### src/rtl/addr_router_pkg.sv
// Shared types and the default address map for the address router.
package addr_router_pkg;

  localparam int MAP_AW = 32;
  localparam int WAIT_W = 4;

  // One slave region: inclusive [base, limit] plus wait states spent in ACCESS.
  typedef struct packed {
    logic [MAP_AW-1:0] base;
    logic [MAP_AW-1:0] limit;
    logic [WAIT_W-1:0] wait_st;
  } region_t;

  typedef enum logic [1:0] {
    IDLE   = 2'd0,
    ACCESS = 2'd1,
    RESP   = 2'd2
  } state_t;

  // Index 0 = ROM, 1 = RAM, 2 = REG (leftmost pattern entry is the top index).
  localparam region_t [2:0] DEFAULT_MAP = '{
    '{base: 32'h0000_5000, limit: 32'h0000_5003, wait_st: 4'd0},
    '{base: 32'h0000_4600, limit: 32'h0000_4FFF, wait_st: 4'd1},
    '{base: 32'h0000_4000, limit: 32'h0000_45FF, wait_st: 4'd0}
  };

  // Write target that halts the router; deliberately outside every region.
  localparam logic [MAP_AW-1:0] HALT_ADDR = 32'h0000_5200;

endpackage

### src/rtl/region_match.sv
// Combinational inclusive range check of one address against one region.
module region_match
  import addr_router_pkg::*;
#(
  parameter int      AW     = 32,
  parameter region_t REGION = '0
) (
  input  logic [AW-1:0] addr,
  output logic          hit
);

  // Compare at the wider of the address and map widths so nothing truncates.
  localparam int XW = (AW > MAP_AW) ? AW : MAP_AW;

  logic [XW-1:0] a_ext;
  logic [XW-1:0] lo;
  logic [XW-1:0] hi;

  assign a_ext = XW'(addr);
  assign lo    = XW'(REGION.base);
  assign hi    = XW'(REGION.limit);
  assign hit   = (a_ext >= lo) && (a_ext <= hi);

endmodule

### src/rtl/addr_router.sv
// Single-master address router: decode, wait-state access, one-cycle response.
module addr_router
  import addr_router_pkg::*;
#(
  parameter int                  N_SLV = 3,
  parameter int                  AW    = 32,
  parameter int                  DW    = 32,
  parameter int                  CW    = 16,
  parameter region_t [N_SLV-1:0] MAP   = DEFAULT_MAP
) (
  input  logic                clk,
  input  logic                reset,
  input  logic                req,
  input  logic                we,
  input  logic [AW-1:0]       addr,
  input  logic [DW-1:0]       wdata,
  output logic [DW-1:0]       rdata,
  output logic                ready,
  output logic                err,
  output logic                busy,
  output logic [N_SLV-1:0]    slv_sel,
  output logic [N_SLV-1:0]    slv_we,
  output logic [AW-1:0]       slv_addr,
  output logic [DW-1:0]       slv_wdata,
  input  logic [N_SLV*DW-1:0] slv_rdata,
  output logic                halted,
  output logic [CW-1:0]       txn_count
);

  localparam int IW = (N_SLV > 1) ? $clog2(N_SLV) : 1;
  localparam int XW = (AW > MAP_AW) ? AW : MAP_AW;

  state_t            state_q, state_d;
  logic [IW-1:0]     sel_idx_q, sel_idx_d;
  logic              we_q, we_d;
  logic [WAIT_W-1:0] cnt_q, cnt_d;
  logic [DW-1:0]     rdata_q, rdata_d;
  logic              ready_q, ready_d;
  logic              err_q, err_d;
  logic [N_SLV-1:0]  slv_sel_q, slv_sel_d;
  logic [N_SLV-1:0]  slv_we_q, slv_we_d;
  logic [AW-1:0]     slv_addr_q, slv_addr_d;
  logic [DW-1:0]     slv_wdata_q, slv_wdata_d;
  logic              halted_q, halted_d;
  logic [CW-1:0]     txn_count_q, txn_count_d;

  logic [N_SLV-1:0]  hit;
  logic              hit_any;
  logic [IW-1:0]     hit_idx;
  logic [N_SLV-1:0]  hit_oh;
  logic              halt_hit;

  for (genvar g = 0; g < N_SLV; g++) begin : g_match
    region_match #(.AW(AW), .REGION(MAP[g])) u_match (
      .addr (addr),
      .hit  (hit[g])
    );
  end

  // Priority encode: scanning downward lets the lowest matching index win.
  always_comb begin
    hit_any = 1'b0;
    hit_idx = '0;
    hit_oh  = '0;
    for (int i = N_SLV - 1; i >= 0; i--) begin
      if (hit[i]) begin
        hit_any = 1'b1;
        hit_idx = IW'(i);
      end
    end
    if (hit_any) hit_oh[hit_idx] = 1'b1;
  end

  assign halt_hit = we && !hit_any && (XW'(addr) == XW'(HALT_ADDR));

  // Next-state and registered-output logic for the IDLE/ACCESS/RESP sequence.
  always_comb begin
    state_d     = state_q;
    sel_idx_d   = sel_idx_q;
    we_d        = we_q;
    cnt_d       = cnt_q;
    rdata_d     = rdata_q;
    ready_d     = 1'b0;
    err_d       = err_q;
    slv_sel_d   = slv_sel_q;
    slv_we_d    = '0;
    slv_addr_d  = slv_addr_q;
    slv_wdata_d = slv_wdata_q;
    halted_d    = halted_q;
    txn_count_d = txn_count_q;
    case (state_q)
      IDLE: begin
        if (req && !halted_q) begin
          we_d        = we;
          slv_wdata_d = wdata;
          if (hit_any) begin
            state_d    = ACCESS;
            sel_idx_d  = hit_idx;
            cnt_d      = MAP[hit_idx].wait_st;
            slv_sel_d  = hit_oh;
            slv_we_d   = we ? hit_oh : '0;
            slv_addr_d = addr - AW'(MAP[hit_idx].base);
          end else begin
            // Misses skip ACCESS; the halt write is the one miss that is not an error.
            state_d  = RESP;
            ready_d  = 1'b1;
            rdata_d  = '0;
            err_d    = !halt_hit;
            halted_d = halt_hit;
          end
        end
      end
      ACCESS: begin
        if (cnt_q == '0) begin
          state_d    = RESP;
          ready_d    = 1'b1;
          err_d      = 1'b0;
          rdata_d    = we_q ? '0 : slv_rdata[sel_idx_q*DW +: DW];
          slv_sel_d  = '0;
          slv_addr_d = '0;
        end else begin
          cnt_d = cnt_q - 1'b1;
        end
      end
      RESP: begin
        state_d     = IDLE;
        err_d       = 1'b0;
        txn_count_d = txn_count_q + 1'b1;
      end
      default: state_d = IDLE;
    endcase
  end

  // State and output registers; reset clears everything immediately.
  always_ff @(posedge clk or negedge reset) begin
    if (!reset) begin
      state_q     <= IDLE;
      sel_idx_q   <= '0;
      we_q        <= 1'b0;
      cnt_q       <= '0;
      rdata_q     <= '0;
      ready_q     <= 1'b0;
      err_q       <= 1'b0;
      slv_sel_q   <= '0;
      slv_we_q    <= '0;
      slv_addr_q  <= '0;
      slv_wdata_q <= '0;
      halted_q    <= 1'b0;
      txn_count_q <= '0;
    end else begin
      state_q     <= state_d;
      sel_idx_q   <= sel_idx_d;
      we_q        <= we_d;
      cnt_q       <= cnt_d;
      rdata_q     <= rdata_d;
      ready_q     <= ready_d;
      err_q       <= err_d;
      slv_sel_q   <= slv_sel_d;
      slv_we_q    <= slv_we_d;
      slv_addr_q  <= slv_addr_d;
      slv_wdata_q <= slv_wdata_d;
      halted_q    <= halted_d;
      txn_count_q <= txn_count_d;
    end
  end

  assign rdata     = rdata_q;
  assign ready     = ready_q;
  assign err       = err_q;
  assign busy      = (state_q != IDLE);
  assign slv_sel   = slv_sel_q;
  assign slv_we    = slv_we_q;
  assign slv_addr  = slv_addr_q;
  assign slv_wdata = slv_wdata_q;
  assign halted    = halted_q;
  assign txn_count = txn_count_q;

endmodule

### config.mk
export PLATFORM = sky130hd
export DESIGN_NAME = addr_router
export DESIGN_NICKNAME = d
export VERILOG_FILES = /design/src/rtl/addr_router_pkg.sv /design/src/rtl/region_match.sv /design/src/rtl/addr_router.sv
export SDC_FILE = /design/constraint.sdc
export NUM_CORES = 1
export LEC_CHECK = 0
export ABC_AREA = 1
export ABC_CLOCK_PERIOD_IN_PS = 1800
export BUFFER_PORTS_ARGS = -buffer_cell sky130_fd_sc_hd__buf_4
export CAP_MARGIN = 0
export CORE_UTILIZATION = 35
export DETAILED_ROUTE_END_ITERATION = 8
export GPL_TIMING_DRIVEN = 0
export PLACE_DENSITY = 0.6
export SLEW_MARGIN = 20
export SYNTH_ARGS = -nofsm -noshare
export SYNTH_HDL_FRONTEND = slang
export SYNTH_SLANG_ARGS = --single-unit
### constraint.sdc
create_clock -name clk -period 1.8 [get_ports clk]
set_input_delay 0.09 -clock clk [delete_from_list [all_inputs] [get_ports clk]]
set_output_delay 0.09 -clock clk [all_outputs]
set_load 0.05 [all_outputs]
==> results by stage <==
Clock network:
- The clock reaches the later pin of the worst-skew pair after 420 ps.
- The number of CTS-inserted buffers is 17.
- Counting along the longest clock path gives a buffer depth of 2.
- TritonCTS built the clock tree.
- CTS placed an instance of sky130_fd_sc_hd__clkbuf_16 at the clock tree root.
- Clock-pin slew was measured on the worst setup and hold paths at 60 ps.
- The H-tree generated during clock tree synthesis spans 4 levels.
- CTS saw 130 sinks.

Place:
- The HPWL after detailed placement is 18.0 mm.
- Input and output buffers added on the ports amount to 285.
- After detailed placement, the total cell area comes to 0.00989 mm².
- The congestion estimate from routability-driven global placement came to 0.907.

STA:
- The total count of max-transition violations in the final report was 0.
- The post-route clock skew is 6.77 ps.
- The number of endpoints with negative hold slack in the final report is 0.
- The smallest clock period supported by the final layout is computed as 1770 ps.
- Setup repair after global routing could not meet its margin everywhere.
- In the finished design, the share of the clock period the worst path needs comes to 98.4%.
- Based on the critical path, the design can be clocked at up to 565 MHz.
- Summed over all failing endpoints, the final setup total negative slack is 0 ps.
- Setup violations remaining at the end of the flow were counted as 0.

Worst setup path:
- The slowest stage of the critical path belongs to the cell sky130_fd_sc_hd__dfrtp_1.
- The arrival time of the worst setup path is 2080 ps.
- The type of origin of the critical path is a flip-flop.
- The register-to-register path setup slack is 30 ps.
- The kind of cell adding the most delay to the critical path is buffers and inverters.
- The maximum net fanout on the critical path is 7.
- The critical path is of the reg -> reg type.
- In this design, the critical path's most frequently occurring cell is sky130_fd_sc_hd__nand2_1.
- The nature of the critical path endpoint is a flip-flop.
- The worst path buffer plus inverter count is 4.
- On the worst path, the slowest cell contributes a delay of 380 ps.
- The critical path goes through inv_2, ha_4, buf_8, nand2_4, o21ai_4, a21oi_4, buf_6, nand2_8, clkbuf_16, nand2_1, nand2_1.
- The required time of the critical path is 2110 ps.

Synthesis:
- The netlist area before placement is 0.00721 mm².
- When the netlist entered floorplanning its net count stood at 1,143.
- Synthesis inferred 130 register bits.
- The fraction of the yosys area taken by sequential cells is 45.1%.
- In the synthesized netlist the dominant register cell turns out to be sky130_fd_sc_hd__dfrtp_1.
- The mean area per synthesized cell is 7.45 µm².
- The distinct cell type count of the synthesized netlist is 37.
- The number of instances in the synthesized netlist is 969.
- The number of flops mapped to enable cells by yosys is 0.
- The count of yosys warnings during synthesis is 0.
- Ranked by total cell area, the synthesized netlist is headed by sky130_fd_sc_hd__dfrtp_1, sky130_fd_sc_hd__nand2_1, sky130_fd_sc_hd__nor2_1.
- The share of flip-flops with an asynchronous set or reset after synthesis is 100%.
- The biggest area contributor in the post-synthesis netlist is sky130_fd_sc_hd__dfrtp_1.
- Of the post-synthesis cell area, the dominant cell type holds 45.1%.

Routing:
- In the routed design, unresolved DRC markers number 0.
- Before antenna repair, the detailed router went through 5 iterations.
- The violation count after the first detailed-route iteration is 319.
- The remaining antenna violation count after routing is 0.
- Wires add up to 24.8 mm.
- The total number of vias is 7,674.
- The per-cell routed wire length is 15.2 µm.
- The post-detailed-route via-to-cell ratio is 4.71.

Job:
- The max-cap check violation count is 0.

Floorplanning:
- The core area is 0.0202 mm².
- The die area is 0.0212 mm².
- The die extent in y is 146 µm.
- The horizontal extent of the die is 146 µm.
- The number of rows created at floorplan is 52.
- The initial core utilization is 35.7%.
- The count of boundary I/O pins is 286.

Power and ir drop:
- The largest voltage drop on the vdd net is 0.479 mV.
- The analysis attributes to cell leakage a power of 6.23 nW.
- For this design the ratio of total power to cell area is 646 mW/mm².

Global route:
- The number of antenna violations at the first check in global routing was 0.
- The first global-routing pass estimated 38.9 mm of wire.
- Entering global routing, the biggest net connects 85 pins.
- The overall global routing resource usage is 23.2%.
- The number of global-route vias before repair was 7,573.
- Global routing finished with a remaining overflow of 0.

Final layout:
- The number of antenna diodes in the final layout is 0.
- The ratio of cells with drive above 1 in the final layout is 37.3%.
- The area growth from synthesis to layout is 60.8%.
- The finished layout cell area is 0.0116 mm².
- The total number of nets in the final design is 1,520.

Worst hold path:
- The class of the tightest hold or removal check is in -> reg.

Run status:
- The run finished with clean final reports.
[metal layers]
metal	wire, µm	global-route usage [%]	vias to the layer above
li1	-	-	3874
met5	0	0	-
met1	10600	29.3	3506
met4	692	9.05	0
met3	1470	5.42	49
met2	12000	38.6	245
[cells in the final DEF (no fill, tap or decap), types with 9 or more instances in the layout]
master,synthesis,layout
sky130_fd_sc_hd__nand2_1,332,294
sky130_fd_sc_hd__a2bb2oi_1,32,32
sky130_fd_sc_hd__nand2_2,13,42
sky130_fd_sc_hd__xor2_1,11,11
sky130_fd_sc_hd__o21ai_0,38,37
sky130_fd_sc_hd__inv_2,6,15
sky130_fd_sc_hd__nand2_4,4,12
sky130_fd_sc_hd__nand3_1,86,78
sky130_fd_sc_hd__dfrtp_1,130,128
sky130_fd_sc_hd__nor2_1,140,124
sky130_fd_sc_hd__clkbuf_2,0,12
sky130_fd_sc_hd__buf_4,4,318
sky130_fd_sc_hd__nand4_1,23,23
sky130_fd_sc_hd__dlygate4sd3_1,0,42
sky130_fd_sc_hd__nor2_4,2,12
sky130_fd_sc_hd__clkbuf_16,0,19
sky130_fd_sc_hd__xnor2_1,9,9
sky130_fd_sc_hd__clkbuf_1,27,9
sky130_fd_sc_hd__inv_1,51,39
[stage by stage]
step	cells	utilization, %	worst slack (ps)	hold slack (ps)	total power (W)
2_1_floorplan	969	-	-92.2	-206	0.00318
3_3_place_gp	1524	48.7	-603	291	0.00358
3_5_place_dp	1525	48.9	-628	30.1	0.00359
4_1_cts	1613	55.2	-6.88	10.6	0.00753
5_1_grt	1629	57.3	-80.6	27.1	0.00775
6_report	1629	57.3	29.3	17.3	0.00750
[final timing paths]
path / start / endpoint / cells past startpoint
max in group asynchronous: reset / txn_count[1]$_DFFE_PN0N_ / 3
max: state_q[0]$_DFFE_PN0P_ / slv_addr[25]$_DFFE_PN0P_ / 11
min reg2reg: rdata[14]$_DFFE_PN0P_ / rdata[14]$_DFFE_PN0P_ / 2
min in group asynchronous: reset / rdata[28]$_DFFE_PN0P_ / 2
max reg2reg: state_q[0]$_DFFE_PN0P_ / slv_addr[25]$_DFFE_PN0P_ / 11
min: addr[15] / slv_we[0]$_DFF_PN0_ / 4
[logic make-up (layout without fill, tap and decap cells)]
kind of cell	Yosys count	after routing	synth area share, %
AO/OA/AOI/OAI	88	88	8.10
XOR/XNOR	20	20	2.43
adder cells (fa/ha/maj)	10	10	1.73
buffers and inverters	103	493	6.38
flip-flops	130	130	45.1
other	1	1	0.0520
AND/OR/NAND/NOR	617	617	36.2
[Yosys cell counts, types with 8 or more instances]
master	count
sky130_fd_sc_hd__nand2_1	332
sky130_fd_sc_hd__nor2_1	140
sky130_fd_sc_hd__dfrtp_1	130
sky130_fd_sc_hd__nand3_1	86
sky130_fd_sc_hd__inv_1	51
sky130_fd_sc_hd__o21ai_0	38
sky130_fd_sc_hd__a2bb2oi_1	32
sky130_fd_sc_hd__clkbuf_1	27
sky130_fd_sc_hd__nand4_1	23
sky130_fd_sc_hd__nand2_2	13
sky130_fd_sc_hd__a21oi_1	12
sky130_fd_sc_hd__xor2_1	11
sky130_fd_sc_hd__ha_1	10
sky130_fd_sc_hd__nor3_1	9
sky130_fd_sc_hd__xnor2_1	9
sky130_fd_sc_hd__buf_2	8
[flip-flops by register name, indices dropped and copies added (netlist names), 2 cells and up]
signal and flops:
slv_sel 3, slv_addr 32, slv_wdata 32, cnt_q 4
sel_idx_q 2, txn_count 16, slv_we 3, state_q 2
rdata 32
[worst min-delay path, stage by stage]
cell and delay [ps]:
sky130_fd_sc_hd__buf_4 130, sky130_fd_sc_hd__a21oi_4 60, sky130_fd_sc_hd__nand4_1 80, sky130_fd_sc_hd__nor2_1 40
[power by group]
part / switching, W / total, W / leakage [nW] / internal [W]
combinational: 0.000320 / 0.000719 / 4.12 / 0.000399
sequential: 0 / 0.00292 / 1.80 / 0.00292
clock: 0.00135 / 0.00386 / 0.315 / 0.00250
[layout make-up]
cell class | count | area, µm²
Buffer | 43 | 314
Clock buffer | 20 | 447
Clock inverter | 12 | 203
Fill cell | 1933 | 8630
Inverter | 57 | 223
Multi-Input combinational cell | 736 | 3930
Sequential cell | 130 | 3260
Tap cell | 270 | 338
Timing Repair Buffer | 361 | 2890
[timing repair]
action | 4_1_cts | 5_1_grt
buffers inserted | 15 | 15
hold buffers | 42 | 0
pin swaps | 12 | 25
hold endpoints to repair | 87 | 0
gates resized for setup | 37 | 92
gates cloned | 1 | 2
endpoints found under the setup margin | 105 | 107
(Power assumes the default switching activity.)
